--- src/rtl/sigmoid_backward_if.sv ---
// Streaming port bundle for the sigmoid backward unit: upstream (y, g) samples in,
// gradient samples out, each side with its own valid/ready pair.
interface sigmoid_backward_if #(
  parameter int DATA_W = 16
);
  logic              in_valid;
  logic              in_ready;
  logic [DATA_W-1:0] y_in;
  logic [DATA_W-1:0] g_in;
  logic              out_valid;
  logic              out_ready;
  logic [DATA_W-1:0] grad_out;

  modport slave (
    input  in_valid, y_in, g_in, out_ready,
    output in_ready, out_valid, grad_out
  );

  modport master (
    output in_valid, y_in, g_in, out_ready,
    input  in_ready, out_valid, grad_out
  );
endinterface

--- src/rtl/sigmoid_backward.sv ---
// Sigmoid backward pass: grad = g * y * (1 - y) in signed fixed point (1.0 = 1 << FRAC_W).
// Three-stage pipeline (clamp, derivative, gradient) under a single global stall.
module sigmoid_backward #(
  parameter int DATA_W = 16,
  parameter int FRAC_W = 9,
  parameter int CNT_W  = 16
) (
  input  logic              clk,
  input  logic              rst,
  sigmoid_backward_if.slave bus,
  output logic [CNT_W-1:0]  done_cnt
);

  localparam int YW = FRAC_W + 1;
  localparam int PW = DATA_W + YW + 1;
  localparam logic signed [DATA_W-1:0] ONE_S  = DATA_W'(32'd1 << FRAC_W);
  localparam logic        [YW-1:0]     ONE_U  = YW'(32'd1 << FRAC_W);
  localparam logic        [2*YW-1:0]   HALF_D = (2*YW)'(32'd1 << (FRAC_W - 1));
  localparam logic signed [PW-1:0]     HALF_G = PW'(32'd1 << (FRAC_W - 1));

  function automatic logic [YW-1:0] clamp_y(input logic signed [DATA_W-1:0] y);
    logic [YW-1:0] r;
    if (y[DATA_W-1]) begin
      r = '0;
    end else if (y > ONE_S) begin
      r = ONE_U;
    end else begin
      r = y[YW-1:0];
    end
    return r;
  endfunction

  // y*(1-y) peaks at 0.25, so the rounded result always fits in YW bits.
  function automatic logic [YW-1:0] deriv(input logic [YW-1:0] yc, input logic [YW-1:0] om);
    logic [2*YW-1:0] p;
    p = yc * om;
    p = p + HALF_D;
    return YW'(p >> FRAC_W);
  endfunction

  function automatic logic [DATA_W-1:0] gradient(input logic signed [DATA_W-1:0] g,
                                                 input logic [YW-1:0] d);
    logic signed [PW-1:0] p;
    p = $signed(g) * $signed({1'b0, d});
    p = (p + HALF_G) >>> FRAC_W;
    return DATA_W'(p);
  endfunction

  logic              v1_q, v1_d, v2_q, v2_d, v3_q, v3_d;
  logic [YW-1:0]     yc_q, yc_d, om_q, om_d, d_q, d_d;
  logic [DATA_W-1:0] g1_q, g1_d, g2_q, g2_d, grad_q, grad_d;
  logic [CNT_W-1:0]  cnt_q, cnt_d;
  logic              adv_s;
  logic [YW-1:0]     yc_s;

  assign adv_s         = ~v3_q | bus.out_ready;
  assign yc_s          = clamp_y(bus.y_in);
  assign bus.in_ready  = adv_s;
  assign bus.out_valid = v3_q;
  assign bus.grad_out  = grad_q;
  assign done_cnt      = cnt_q;

  // Next-state: every stage shifts together when the output side can move.
  always_comb begin
    v1_d   = v1_q;
    v2_d   = v2_q;
    v3_d   = v3_q;
    yc_d   = yc_q;
    om_d   = om_q;
    g1_d   = g1_q;
    d_d    = d_q;
    g2_d   = g2_q;
    grad_d = grad_q;
    cnt_d  = cnt_q;
    if (adv_s) begin
      v1_d   = bus.in_valid;
      yc_d   = yc_s;
      om_d   = ONE_U - yc_s;
      g1_d   = bus.g_in;
      v2_d   = v1_q;
      d_d    = deriv(yc_q, om_q);
      g2_d   = g1_q;
      v3_d   = v2_q;
      grad_d = gradient(g2_q, d_q);
    end else begin
      v1_d = v1_q;
    end
    if (v3_q && bus.out_ready) begin
      cnt_d = cnt_q + CNT_W'(1);
    end else begin
      cnt_d = cnt_q;
    end
  end

  // Pipeline and counter state; reset discards everything in flight.
  always_ff @(posedge clk or negedge rst) begin
    if (!rst) begin
      v1_q   <= 1'b0;
      v2_q   <= 1'b0;
      v3_q   <= 1'b0;
      yc_q   <= '0;
      om_q   <= '0;
      g1_q   <= '0;
      d_q    <= '0;
      g2_q   <= '0;
      grad_q <= '0;
      cnt_q  <= '0;
    end else begin
      v1_q   <= v1_d;
      v2_q   <= v2_d;
      v3_q   <= v3_d;
      yc_q   <= yc_d;
      om_q   <= om_d;
      g1_q   <= g1_d;
      d_q    <= d_d;
      g2_q   <= g2_d;
      grad_q <= grad_d;
      cnt_q  <= cnt_d;
    end
  end

endmodule

--- src/flat_wrapper.sv ---
// flat-port wrapper written by rule: the top's interface ports become plain ports
module sigmoid_backward_flat 
#(
  parameter int DATA_W = 16,
  parameter int FRAC_W = 9,
  parameter int CNT_W  = 16
)
  (clk, rst, done_cnt, bus_in_valid, bus_y_in, bus_g_in, bus_out_ready, bus_in_ready, bus_out_valid, bus_grad_out);
  sigmoid_backward_if #(.DATA_W(DATA_W)) bus_i ();
  input  logic clk;
  input  logic rst;
  output logic [CNT_W-1:0] done_cnt;
  input wire logic [$bits(bus_i.in_valid)-1:0] bus_in_valid;
  input wire logic [$bits(bus_i.y_in)-1:0] bus_y_in;
  input wire logic [$bits(bus_i.g_in)-1:0] bus_g_in;
  input wire logic [$bits(bus_i.out_ready)-1:0] bus_out_ready;
  output wire logic [$bits(bus_i.in_ready)-1:0] bus_in_ready;
  output wire logic [$bits(bus_i.out_valid)-1:0] bus_out_valid;
  output wire logic [$bits(bus_i.grad_out)-1:0] bus_grad_out;
  assign bus_i.in_valid = bus_in_valid;
  assign bus_i.y_in = bus_y_in;
  assign bus_i.g_in = bus_g_in;
  assign bus_i.out_ready = bus_out_ready;
  assign bus_in_ready = bus_i.in_ready;
  assign bus_out_valid = bus_i.out_valid;
  assign bus_grad_out = bus_i.grad_out;
  sigmoid_backward #(.DATA_W(DATA_W), .FRAC_W(FRAC_W), .CNT_W(CNT_W)) u_core (.clk(clk), .rst(rst), .bus(bus_i), .done_cnt(done_cnt));
endmodule
--- config.mk ---
export PLATFORM = sky130hd
export DESIGN_NAME = sigmoid_backward_flat
export DESIGN_NICKNAME = d
export VERILOG_FILES = /design/src/rtl/sigmoid_backward_if.sv /design/src/rtl/sigmoid_backward.sv /design/src/flat_wrapper.sv
export SDC_FILE = /design/constraint.sdc
export NUM_CORES = 1
export LEC_CHECK = 0
export ABC_CLOCK_PERIOD_IN_PS = 11500
export CORE_ASPECT_RATIO = 1.4
export CORE_MARGIN = 1.5
export CORE_UTILIZATION = 50
export DETAILED_ROUTE_END_ITERATION = 10
export PLACE_DENSITY = 0.67
export SLEW_MARGIN = 20
export SYNTH_ARGS = -nofsm -noshare
export SYNTH_HDL_FRONTEND = slang
export SYNTH_SLANG_ARGS = --single-unit
export TNS_END_PERCENT = 30
--- constraint.sdc ---
create_clock -name clk -period 11.5 [get_ports clk]
set_input_delay 1.725 -clock clk [delete_from_list [all_inputs] [get_ports clk]]
set_output_delay 1.725 -clock clk [all_outputs]
set_load 0.05 [all_outputs]
# Word level (Yosys, flattened, before mapping)
# Cells that the tools add are included.
totals:
  output_inout_bits: 34
  register_bits: 97
  in_bits: 36
  word_cells: 22
classes:
  bitwise: 2
  add_sub_neg: 4
  n_lt_le_gt_ge: 1
  mux: 2
  mul: 2
  reduce_logical: 1
op_table:
  columns: ["cell", "count"]
  rows:
  - ["adder 25 x 10 -> 25 bit (second input constant)", 1]
  - ["multiplier 16 x 11 -> 25 bit", 1]
  - ["2-to-1 mux 10 bit", 2]
  - ["adder 19 x 9 -> 19 bit (second input constant)", 1]
  - ["multiplier 10 x 10 -> 19 bit", 1]
  - ["adder 16 x 1 -> 16 bit (second input constant)", 1]
  - ["> comparator 16 x 11 -> 1 bit (second input constant)", 1]
  - ["subtractor 10 bit (first input constant)", 1]
  - ["logical AND 1 bit", 1]
  - ["inverter 1 bit", 1]
  - ["OR 1 bit", 1]

# Depth between registers and ports, before layout
# Gate-level depths: netlist (run 1).
depth:
  depth_word: 4
  mapped_depth: 22
  ltp_nobuf: 20

# Least setup slack after synthesis (run 1)
# No wires, ideal clock.
synth_timing:
  path_kind: "register to register"
  startpoint: "register u_core.d_q[4]"
  endpoint: "register u_core.grad_q[13] (netlist: u_core.bus.grad_out[13])"
  setup_ns: 0.118
  slack_ns: 6.029
  stages_incl_launch_ff: 21
  t_arrival_ns: 5.352
  n_path_buf: 2
  period_less_slack_ns: 5.471
  required_time_ns: 11.382
  path_cell_list: "dfrtp_1 -> clkbuf_1 -> clkbuf_1 -> nand2_1 -> fa_1 -> fa_1 -> inv_1 -> fa_1 -> fa_1 -> inv_1 -> fa_1 -> inv_1 -> ha_1 -> a211oi_1 -> nor2_1 -> o41ai_1 -> o21a_1 -> a21oi_1 -> or4_1 -> a21oi_1 -> nor2_1"
synth_between:
  elab_chain_cells: 2
synth_rtl:
  columns: ["element", "line", "rtl"]
  rows:
  - ["start, declared", "sigmoid_backward.sv:50", "logic [YW-1:0] yc_q, yc_d, om_q, om_d, d_q, d_d;"]
  - ["start signal, assigned", "sigmoid_backward.sv:104", "d_q <= '0;"]
  - ["start signal, assigned", "sigmoid_backward.sv:115", "d_q <= d_d;"]
  - ["multiplier 16 x 11 -> 25 bit", "sigmoid_backward.sv:44", "p = $signed(g) * $signed({1'b0, d});"]
  - ["adder 25 x 10 -> 25 bit", "sigmoid_backward.sv:45", "p = (p + HALF_G) >>> FRAC_W;"]
  - ["end signal, assigned", "sigmoid_backward.sv:117", "grad_q <= grad_d;"]
  - ["end, declared", "sigmoid_backward.sv:51", "logic [DATA_W-1:0] g1_q, g1_d, g2_q, g2_d, grad_q, grad_d;"]
# No other way between the ends.
# A chain may end at the register's enable or synchronous reset.

# Worst setup path in the final report (run 1)
layout_timing:
  startpoint: "register u_core.d_q[4]"
  endpoint: "register u_core.grad_q[15] (netlist: u_core.bus.grad_out[15])"
# The elaborated chain is that of the path after synthesis.

==> results of run 1 <==
==> metrics by stage <==
stage                     cell area [µm²]  setup WS, ps
after global placement              13360          5802
after detailed placement            13360          5568
after CTS                           13650          5585
after global routing                13650          5287
final                               13650          5495
after floorplan                     12500          6029
==> Yosys cell counts, types with 7 or more instances <==
library cell    n
and3_1          7
o21ai_0        16
inv_1         246
clkbuf_1       65
xor2_1         16
and2_1        129
nor2_1         41
nand2_1       284
nor3_1          9
dfrtp_1        96
fa_1          198
ha_1          120
xnor2_1        40
nand3_1        21
a21oi_1        38
==> final timing paths <==
path | end | slack [ps] | depth (start not counted)
max in group asynchronous | u_core.d_q[4] | 9030 | 2
min in group asynchronous | u_core.om_q[4] | 1360 | 1
worst min register to register | u_core.g1_q[1] | 470 | 2
worst min-delay path | u_core.g1_q[1] | 470 | 2
worst max-delay path | u_core.bus.grad_out[15] | 5500 | 18
worst max register to register | u_core.bus.grad_out[15] | 5500 | 18
==> kinds of logic (layout without fill, tap and decap cells) <==
kind of cell	after synthesis	in the layout	synth area share
fa+ha+maj	318	318	0.4371
flops	96	96	0.1921
xor+xnor	56	56	0.03922
buf+inv	315	336	0.09516
mux	3	3	0.002502
simple gates	511	511	0.1902
compound gates	88	88	0.04373
==> state kept, by name, summed over array words and instances, names as in the netlist <==
register / count
u_core.yc_q: 9
u_core.bus.grad_out: 16
u_core.om_q: 10
u_core.g1_q: 16
u_core.d_q: 10
u_core.g2_q: 16
u_core.done_cnt: 16
u_core.v1_q: 1
u_core.v2_q: 1
u_core.bus.out_valid: 1
==> power groups by stage <==
stage,Clock [W],Combinational [W],Sequential [W]
after floorplan,0,0.00211,0.000646
after CTS,0.000321,0.00282,0.000622
final,0.000313,0.00276,0.000623
after global placement,0,0.00272,0.000624
after global routing,0.000335,0.00317,0.000645
after detailed placement,0,0.00281,0.000628
==> per-layer routing <==
layer / vias up / wire [µm] / part of all wire / global-route usage
met5: - / 0 / 0 / 0
met4: 0 / 564 / 0.022 / 0.05851
met3: 29 / 758 / 0.030 / 0.02478
met2: 155 / 13510 / 0.54 / 0.3842
met1: 4398 / 10380 / 0.41 / 0.2625
li1: 4208 / - / - / -
==> cell usage in the layout, fill, tap and decap left out, types with 16 or more instances in the layout <==
cell	synthesis	routed
nand2_1	284	284
ha_1	120	120
inv_1	246	246
nand3_1	21	21
and2_1	129	129
a21oi_1	38	38
o21ai_0	16	16
dfrtp_1	96	96
nor2_1	41	41
xnor2_1	40	40
xor2_1	16	16
fa_1	198	198
clkdlybuf4s50_1	0	68
==> area by class of cell <==
class,instances,share of cell area
Clock inverter,6,0.004582
Multi-Input combinational cell,976,0.6533
Tap cell,315,0.02887
Sequential cell,96,0.1760
Timing Repair Buffer,73,0.05260
Inverter,247,0.06791
Clock buffer,10,0.01677
==> worst max-delay path, delay by kind of cell (launching register included) <==
family | cells | cell delay, ps
DFF | 1 | 710
adders and majority gates | 6 | 2760
and+or+nand+nor | 4 | 740
AOI/OAI and AO/OA | 5 | 1580
buffers and inverters | 3 | 140
==> qor.yml, run 1 <==
io_pins: 70
drc: 0
area_delta_synth_final_pct: 9.186
clockBufferDepth: 2
tightest_slew_ps: 903.5
async_reset_ff_frac: 1.000
critPathMaxFanout: 17
root_buffer: "clkbuf_16"
pwr-share-comb: 0.747
synth_edf_count: 0
globalRouteOverflowTotal: 0
power.internal_w: 0.001765
grt_pass1_vias: 9143
worst_ep_arrival_time_ps: 6290
synth_seq_cells: 96
dieWidth_um: 136.7
clock_sinks: 96
required_ps: 11780
end_kind: "flip-flop"
crit_chain: "nand2_1, fa_1, fa_1, inv_1, ha_1, fa_1, inv_1, fa_1, inv_1, ha_1, nand4_1, or2_2, a31oi_1, o211ai_1, a21oi_1, nor4_1, o21a_1, o31ai_1"
core_region_area_um2: 24590
multi_input_area_um2: 8920
grt_max_degree: 89
netlist.area_leader.share: 0.3170
avgViaCountPerCell: 5.102
sequentialPowerShare: 0.169
cts_setup_buffers: 0
die_y_um: 190.1
grt_pass1_wl_um: 43370
start_util: 0.5085
hold_start: "u_core.g1_q[1]"
p_leak_nw: 7.126
cts.clk_slew.worst_paths_ps: 90
fin_util: 0.5553
hp-class: "flip-flop to flip-flop"
synth_area_leaders: "fa_1 32%, dfrtp_1 19%, ha_1 12%"
power_density_nw_per_um2: 270.7
dp_hpwl_um: 20190
relSlewSlack: 0.3976
switching_power_w: 0.001930
ys_types: 51
final.setup.tns_ps: 0
finalCritPeriodShare: 0.5222
ir_worst_vdd_uv: 257.8
timing.hold.ws_ps: 472.3
fillers: 2247
synth_top_area_cell: "fa_1"
track_usage: 0.2116
syn_nets: 1741
gp_congestion: 0.8380
synth_ff_type: "dfrtp_1"
die_area_um2: 25980
cts-htree-levels: 3
ys_seq_area_frac: 0.1921
clk_latency_ps: 370
hold_viol: 0
cp_slowest_cell: "dfrtp_1"
drt_iter0_markers: 262
syn_inst: 1387
dr.pass1.iters: 4
synth.avg_cell_area_um2: 9.015
cts_hold_buffers: 0
cp-startpoint: "u_core.d_q[4]"
routed_wl_um: 25210
cts_inserted_buffers: 9
path_common_cell: "fa_1"
slew_violations: 0
r2r_start: "u_core.d_q[4]"
port_buffers: 69
max_stage_delay_ps: 710
dp_cells: 1707
min_period_ps: 6005
antenna_left: 0
status: "finished, final reports clean"
num_antenna_cells: 0
final_cells: 1723
fin_skew_ps: 20.34
core.rowCount: 68
cap_violations: 0
final-seq-area_um2: 2402
final_nets: 1757
p_sw_frac: 0.5223
cp-start-kind: "flip-flop"
setup_viol_count_final: 0
rsz0062_at_grt: "no"
netlist_area_um2: 12500
dr_total_vias: 8790
total_power_w: 0.003696
clock.fmax_mhz: 166.5
wl_per_cell_um: 14.63
crit_type: "flip-flop to flip-flop"
cts_tree: "yes"
antenna_found_initial: 0
cts_resized: 0
yosys_warnings: 0
clkPwrFrac: 0.085
drive_gt1_frac: 0.02344
Note: power is estimated with default switching activity, not from simulation.
==> run 2, diff against run 1 <==
- ABC_CLOCK_PERIOD_IN_PS: 11500 -> 5100
- PLACE_DENSITY: 0.67 -> 0.69
- clock period: 11.5 -> 5.1 ns (I/O delays scaled with it)
==> run 2 against run 1 <==
The flow now finishes with violations (negative setup slack). Non-clock buffer count increased by 138. Via count increased by 6.9%. First-iteration DRC count increased by 24%. Combinational power increased to 3.1 times the previous value. Final cell count increased by 8.0%. Clock power increased by 130%. Critical path depth increased by 1. Hold slack got worse by 62 ps. Clock skew decreased by 10 ps. Largest cell class unchanged. Highest routed layer unchanged.
==> qor.yml, run 2 (synthesis results as in run 1) <==
antenna_found_initial: 0  # unchanged
hp-class: "input pin to asynchronous set/reset pin"  # was flip-flop to flip-flop
final.setup.tns_ps: -469.5  # was 0 ps
hold_viol: 0  # unchanged
dr.pass1.iters: 5  # was 4
finalCritPeriodShare: 1.045  # was 0.5222
clkPwrFrac: 0.069  # was 0.085
critPathMaxFanout: 6  # was 17
p_sw_frac: 0.4817  # was 0.5223
min_period_ps: 5329  # was 6005 ps
clockBufferDepth: 2  # unchanged
gp_congestion: 0.8817  # was 0.8380
drc: 0  # unchanged
area_delta_synth_final_pct: 21.26  # was 9.186%
switching_power_w: 0.005093  # was 0.001930 W
root_buffer: "clkbuf_16"  # unchanged
pre_cts_slack_ps: -587.7  # was 5568 ps
wl_per_cell_um: 14.62  # was 14.63 µm
clock_sinks: 96  # unchanged
reg2reg_slack_ps: -230  # was 5500 ps
core_region_area_um2: 24590  # unchanged
violations: "negative setup slack"
power.internal_w: 0.005480  # was 0.001765 W
power_density_nw_per_um2: 697.2  # was 270.7 nW/µm²
cts_hold_buffers: 0  # unchanged
grt_max_degree: 74  # was 89
fin_skew_ps: 10.09  # was 20.34 ps
cts_inserted_buffers: 9  # unchanged
core.rowCount: 68  # unchanged
dp_hpwl_um: 21760  # was 20190 µm
cts_tree: "yes"  # unchanged
tightest_slew_ps: 798.4  # was 903.5 ps
rr_worst_depth: 19  # was 18
port_buffers: 69  # unchanged
dr_total_vias: 9398  # was 8790
num_antenna_cells: 0  # unchanged
cap_violations: 0  # unchanged
placed_area_um2: 14220  # was 13360 µm²
globalRouteOverflowTotal: 0  # unchanged
rsz0062_at_grt: "yes"  # was no
crit_type: "flip-flop to flip-flop"  # unchanged
grt_pass1_wl_um: 46640  # was 43370 µm
die_area_um2: 25980  # unchanged
required_ps: 5360  # was 11780 ps
rr_endpoint: "u_core.bus.grad_out[13]"  # was u_core.bus.grad_out[15]
worst_ep_arrival_time_ps: 5590  # was 6290 ps
fin_area_um2: 15160  # was 13650 µm²
grt_pass1_vias: 10053  # was 9143
layout_common_cells: "278 x nand2_1, 233 x inv_1, 186 x fa_1, 126 x and2_1, 126 x buf_4"  # was 284 x nand2_1, 246 x inv_1, 198 x fa_1, 129 x and2_1, 120 x ha_1
timing.final.ws_setup_ps: -229.4  # was 5495 ps
fin_util: 0.6167  # was 0.5553
pwr-share-comb: 0.811  # was 0.747
routed_wl_um: 27220  # was 25210 µm
r2r_start: "u_core.d_q[5]"  # was u_core.d_q[4]
mostFrequentLayoutCell: "nand2_1"  # unchanged
cts.clk_slew.worst_paths_ps: 80  # was 90 ps
end_kind: "flip-flop"  # unchanged
track_usage: 0.2275  # was 0.2116
sequentialPowerShare: 0.121  # was 0.169
relSlewSlack: 0.4677  # was 0.3976
p_leak_nw: 7.842  # was 7.126 nW
cts-htree-levels: 3  # unchanged
avgViaCountPerCell: 5.050  # was 5.102
drive_gt1_frac: 0.1701  # was 0.02344
status: "complete, but fails checks"  # was finished, final reports clean
dieWidth_um: 136.7  # unchanged
setup_viol_count_final: 5  # was 0
cp-start-kind: "flip-flop"  # unchanged
ir_worst_vdd_uv: 742.7  # was 257.8 µV
slew_violations: 0  # unchanged
io_pins: 70  # unchanged
start_util: 0.5085  # unchanged
drt_iter0_markers: 325  # was 262
clk_latency_ps: 370  # about the same
antenna_left: 0  # unchanged
clock.fmax_mhz: 187.6  # was 166.5 MHz
die_y_um: 190.1  # unchanged
timing.hold.ws_ps: 410.0  # was 472.3 ps
final_nets: 1895  # was 1757
run 2: changes by cell type in the layout (fill, tap and decap cells not counted), sizes merged:
cell,change
inv,-1
bufinv,+1
buf,+138
run 2: how the worst max path moves through the flow:
stage,start,endpoint,slack (ps),cells after the start
after floorplan,u_core.d_q[3],u_core.bus.grad_out[13],2,20
after global placement,u_core.d_q[4],u_core.bus.grad_out[15],-420,19
after detailed placement,u_core.d_q[4],u_core.bus.grad_out[14],-590,18
after CTS,u_core.d_q[5],u_core.bus.grad_out[13],-210,18
after global routing,u_core.d_q[3],u_core.bus.grad_out[13],-390,21
final,u_core.d_q[5],u_core.bus.grad_out[13],-230,19
run 2: critical path, stage by stage (launching register included):
cell      delay (ps)
dfrtp_2          470
buf_6            140
and2_4           150
fa_1             490
fa_1             530
fa_1             430
fa_1             490
inv_1             50
fa_1             510
inv_2             50
ha_4             230
a211oi_2         200
nor2_2            80
o41ai_4          240
o21a_1           240
a21oi_4           90
buf_6            120
or4_1            470
a21oi_1          170
nor2_1            60
run 2: per-stage QoR:
step           instances  total power [W]
6_report            1861          0.01057
3_3_place_gp        1817         0.008505
5_1_grt             1861          0.01177
2_1_floorplan       1387         0.006361
3_5_place_dp        1817         0.008746
4_1_cts             1852          0.01006
run 2: what timing repair did:
| item | in CTS | in global routing |
|---|---|---|
| buffers inserted | 19 | 10 |
| setup endpoints to repair | 14 | 16 |
| pin swaps | 37 | 46 |
| gates resized for setup | 64 | 59 |
run 2: area by class of cell:
cell class,instances,area (µm²)
inverter,247,927.1
tap,315,394.1
clock buffer,10,239.0
timing repair buffer,211,1818
fill,2029,9425
sequential,96,2434
clock inverter,6,66.31
multi-input combinational,976,9285
run 2: layer usage:
layer / up-vias / GRT usage / part of all wire
met3: 52 / 0.02744 / 0.027
met5: - / 0 / 0
li1: 4485 / - / -
met4: 0 / 0.06710 / 0.026
met2: 170 / 0.4111 / 0.53
met1: 4691 / 0.2819 / 0.42
run 2: power groups by stage:
stage | logic (W) | registers (W) | clock network, W
floorplan | 0.00490 | 0.00146 | 0
global placement | 0.00722 | 0.00128 | 0
detailed placement | 0.00746 | 0.00128 | 0
CTS | 0.00806 | 0.00127 | 0.000739
global route | 0.00970 | 0.00131 | 0.000768
finish | 0.00857 | 0.00128 | 0.000725
==> RTL change 1 (flow settings as in run 2) <==
`CNT_W` is set to 16 in 2 places; all go to 32.
--- a/src/rtl/sigmoid_backward.sv
+++ b/src/rtl/sigmoid_backward.sv
@@ -5,3 +5,3 @@
   parameter int FRAC_W = 9,
-  parameter int CNT_W  = 16
+  parameter int CNT_W  = 32
 ) (
--- a/src/flat_wrapper.sv
+++ b/src/flat_wrapper.sv
@@ -5,3 +5,3 @@
   parameter int FRAC_W = 9,
-  parameter int CNT_W  = 16
+  parameter int CNT_W  = 32
 )
Interface: changed (resized done_cnt); port bits go from 70 to 86. The function was not compared with the original's and may differ.
==> RTL change 1 against run 2 <==
  * The flow still finishes with violations (negative setup slack)
  * Via count is 4.9% higher
  * Sequential cell count is 16 higher
  * Synthesized cell count is 5.3% higher
  * Combinational power is 6.1% lower
  * Area after synthesis is 6.2% higher
  * Critical path depth stayed put
  * Non-clock buffer count is 11 higher
  * Setup slack better by 1.3 ps
  * Sequential power is 10% higher
  * First-iteration DRC count is 8.6% lower
  * Critical endpoint is now u_core.bus.grad_out[9]
  * Cell area is 5.4% higher
  * Total power is 3.3% lower
  * Sequential share of layout area is 1.6 points higher
  * Wire length is 5.7% higher
  * Highest routed layer unchanged
  * Critical path type unchanged
==> RTL change 1: results <==
metrics = {
    "global_routing": {
        "grt.total_usage": 0.220,
        "use_met1": 0.257,
        "use_met2": 0.417,
        "grt_pass1_wl_mm": 48.8,
        "use_met3": 0.0256,
    },
    "placement": {
        "routabilityCongestion": 0.852,
        "hpwl_mm": 23.2,
        "dp_cells": 1923,
        "placed_area_sq_mm": 0.0153,
        "pre_cts_slack_ps": -612,
    },
    "layout": {
        "final_nets": 1977,
        "drive_above_1_share": 0.155,
        "layout.cells.non_filler": 1952,
    },
    "sta": {
        "finClkSkew_ps": 15.3,
        "max_slew_margin": 0.348,
        "tns_ps": -1420,
        "fin_ws_ps": -228,
        "setup_viol": 10,
    },
    "outcome": {
        "violations": "negative setup slack",
        "outcome": "finished, violations left",
    },
    "power": {
        "clkPwrFrac": 0.074,
        "peakVddDrop_mv": 0.444,
    },
    "synthesis": {
        "ys_types": 53,
        "synth_nets": 1814,
        "syn_avg_cell_area_sq_um": 9.09,
        "yosys-top-cells-area": "fa_1 (30%), dfrtp_1 (21%), ha_1 (11%)",
        "seq_area_frac_synth": 0.211,
        "ys_top_cells_by_count": "nand2_1 (290), inv_1 (262), fa_1 (198), and2_1 (126), ha_1 (120)",
    },
    "detailed_routing": {
        "vias_per_cell": 5.05,
        "routed_wl_mm": 28.8,
        "drt_iter0_drc": 297,
    },
    "worst_setup_path": {
        "cpPeakStageDelay_ps": 550,
    },
}
==> RTL change 1: kinds of logic after synthesis <==
logic type,share of synthesized area
and+or+nand+nor,0.190
xor gates and xnor gates,0.0468
muxes,0.00236
AOI/OAI and AO/OA,0.0439
adders and majority gates,0.412
DFF,0.211
buffers and inverters,0.0944
==> RTL change 1: what timing repair did <==
action,in CTS,in global routing
pin swaps,15,10
setup endpoints to repair,18,23
gates resized for setup,45,40
buffers inserted,10,3
==> RTL change 1: critical path, delay by kind of cell, from the launching register on <==
family                   cells  cell delay [ps]
AO/OA/AOI/OAI                4              840
AND/OR/NAND/NOR              4              700
buffers and inverters        4              290
XOR/XNOR                     1              190
adder cells (fa/ha/maj)      6             2750
flip-flops                   1              430
==> RTL change 1: path summary, 6_finish.rpt <==
check	start	to	slack, ps	depth (start not counted)
setup / recovery	u_core.d_q[6]	u_core.bus.grad_out[9]	-230	19
hold / removal	u_core.g1_q[6]	u_core.g1_q[6]	470	2
setup reg to reg	u_core.d_q[6]	u_core.bus.grad_out[9]	-230	19
hold reg to reg	u_core.g1_q[6]	u_core.g1_q[6]	470	2
max in group asynchronous	rst	u_core.g2_q[6]	3440	2
min in group asynchronous	rst	u_core.g1_q[0]	510	1
==> RTL change 1: metal layers <==
| metal | up-vias | part of all wire |
|---|---|---|
| met4 | 0 | 0.024 |
| met2 | 142 | 0.54 |
| met3 | 46 | 0.026 |
| li1 | 4732 | - |
| met5 | - | 0 |
| met1 | 4940 | 0.41 |
==> RTL change 1: final cells by class <==
type	instances	area [sq um]	area share
Clock buffer	9	225	0.0141
Clock inverter	7	87.6	0.00548
Sequential cell	112	2830	0.177
Inverter	262	985	0.0616
Tap cell	324	405	0.0254
Multi-Input combinational cell	1016	9540	0.597
Timing Repair Buffer	222	1910	0.120
==> RTL change 2 (flow settings as in run 2) <==
Without the edit above. `yc_q`, `om_q`, `g1_q`, `d_q` and `g2_q` no longer have a reset.
--- a/src/rtl/sigmoid_backward.sv
+++ b/src/rtl/sigmoid_backward.sv
@@ -100,7 +100,2 @@
       v3_q   <= 1'b0;
-      yc_q   <= '0;
-      om_q   <= '0;
-      g1_q   <= '0;
-      d_q    <= '0;
-      g2_q   <= '0;
       grad_q <= '0;
@@ -111,7 +106,2 @@
       v3_q   <= v3_d;
-      yc_q   <= yc_d;
-      om_q   <= om_d;
-      g1_q   <= g1_d;
-      d_q    <= d_d;
-      g2_q   <= g2_d;
       grad_q <= grad_d;
@@ -121,2 +111,10 @@
 
+  always_ff @(posedge clk) begin
+    yc_q <= yc_d;
+    om_q <= om_d;
+    g1_q <= g1_d;
+    d_q  <= d_d;
+    g2_q <= g2_d;
+  end
+
 endmodule
Behaviour: not the same (a bounded check fails within 4 cycles, from zero or initial values and one cycle with rst low).
==> RTL change 2 against run 2 <==
  * The flow still finishes with violations (negative setup slack)
  * Largest cell class unchanged
  * Via count fell by 9.3%
  * Sequential cell count did not move
  * Utilization fell by 0.076 points
  * Cell area fell by 3.0%
  * Setup slack improved by 210 ps
  * Area after synthesis fell by 3.0%
  * Wire length fell by 2.1%
  * Hold slack improved by 10 ps
Power is left out: the tool's default activity adds up to more than one toggle a clock period on the data nets, which glitch-free logic cannot reach.
==> RTL change 2: results <==
metrics = {
    "detailed_routing": {
        "wl_met1_mm": 9.85,
        "drt_iter0_drc": 341,
        "wl_per_cell_um": 15.7,
        "vias_per_cell": 5.03,
        "routed_wl_mm": 26.6,
    },
    "global_routing": {
        "use_met1": 0.246,
        "grt_pass1_wl_mm": 44.9,
        "grt.total_usage": 0.227,
        "grt_max_degree": 81,
    },
    "outcome": {
        "violations": "negative setup slack",
        "outcome": "finished, violations left",
    },
    "synthesis": {
        "yosys-top-cells-area": "fa_1 (33%), edfxtp_1 (15%), ha_1 (12%)",
        "synthFlopType": "edfxtp_1",
        "syn_avg_cell_area_sq_um": 9.97,
        "synth_edf_count": 61,
        "ys_types": 48,
        "seq_area_frac_synth": 0.223,
    },
    "worst_setup_path": {
        "reg2reg_from": "u_core.d_q[4]",
        "critPathArrivalTime_ps": 5400,
        "cpPeakStageDelay_ps": 560,
    },
    "placement": {
        "routabilityCongestion": 0.865,
        "placed_area_sq_mm": 0.0138,
    },
    "worst_hold_path": {
        "worstHoldPathType": "register to register",
    },
    "layout": {
        "drive_above_1_share": 0.168,
        "multi_input_cells": 817,
        "multi_input_area_share": 0.587,
        "syn2layout_area_growth_pct": 21.4,
        "nNonClkInverters": 256,
        "final-clk-cell-share": 0.0196,
    },
    "clock_network": {
        "clock_latency_ps": 350,
        "cts-resized-gates": 15,
    },
    "sta": {
        "setup_viol": 2,
        "fin_ws_ps": -23.6,
    },
}
## RTL change 2: cell count changes after synthesis, moves of 10 or more
cell      delta
nand2_1    -122
dfrtp_1     -61
edfxtp_1    +61
clkbuf_1    -21
a21oi_1     -19
nor2_1      -12
inv_1       +10
## RTL change 2: final timing paths
kind | endpoint | slack (ps) | depth (start not counted)
min reg2reg | u_core.g2_q[0] | 420 | 0
max in group asynchronous | u_core.bus.grad_out[5] | 4070 | 1
max reg2reg | u_core.bus.grad_out[15] | -20 | 20
max | u_core.bus.grad_out[15] | -20 | 20
min | u_core.g2_q[0] | 420 | 0
min in group asynchronous | u_core.done_cnt[13] | 510 | 1
## RTL change 2: cell families (layout without fill, tap and decap cells)
kind of cell | Yosys count | count (layout) | synth area share
simple gates | 379 | 379 | 0.156
xor+xnor | 56 | 56 | 0.0405
fa+ha+maj | 318 | 318 | 0.451
buf+inv | 303 | 471 | 0.0940
compound gates | 63 | 63 | 0.0348
mux | 1 | 1 | 0.000929
flops | 96 | 96 | 0.223
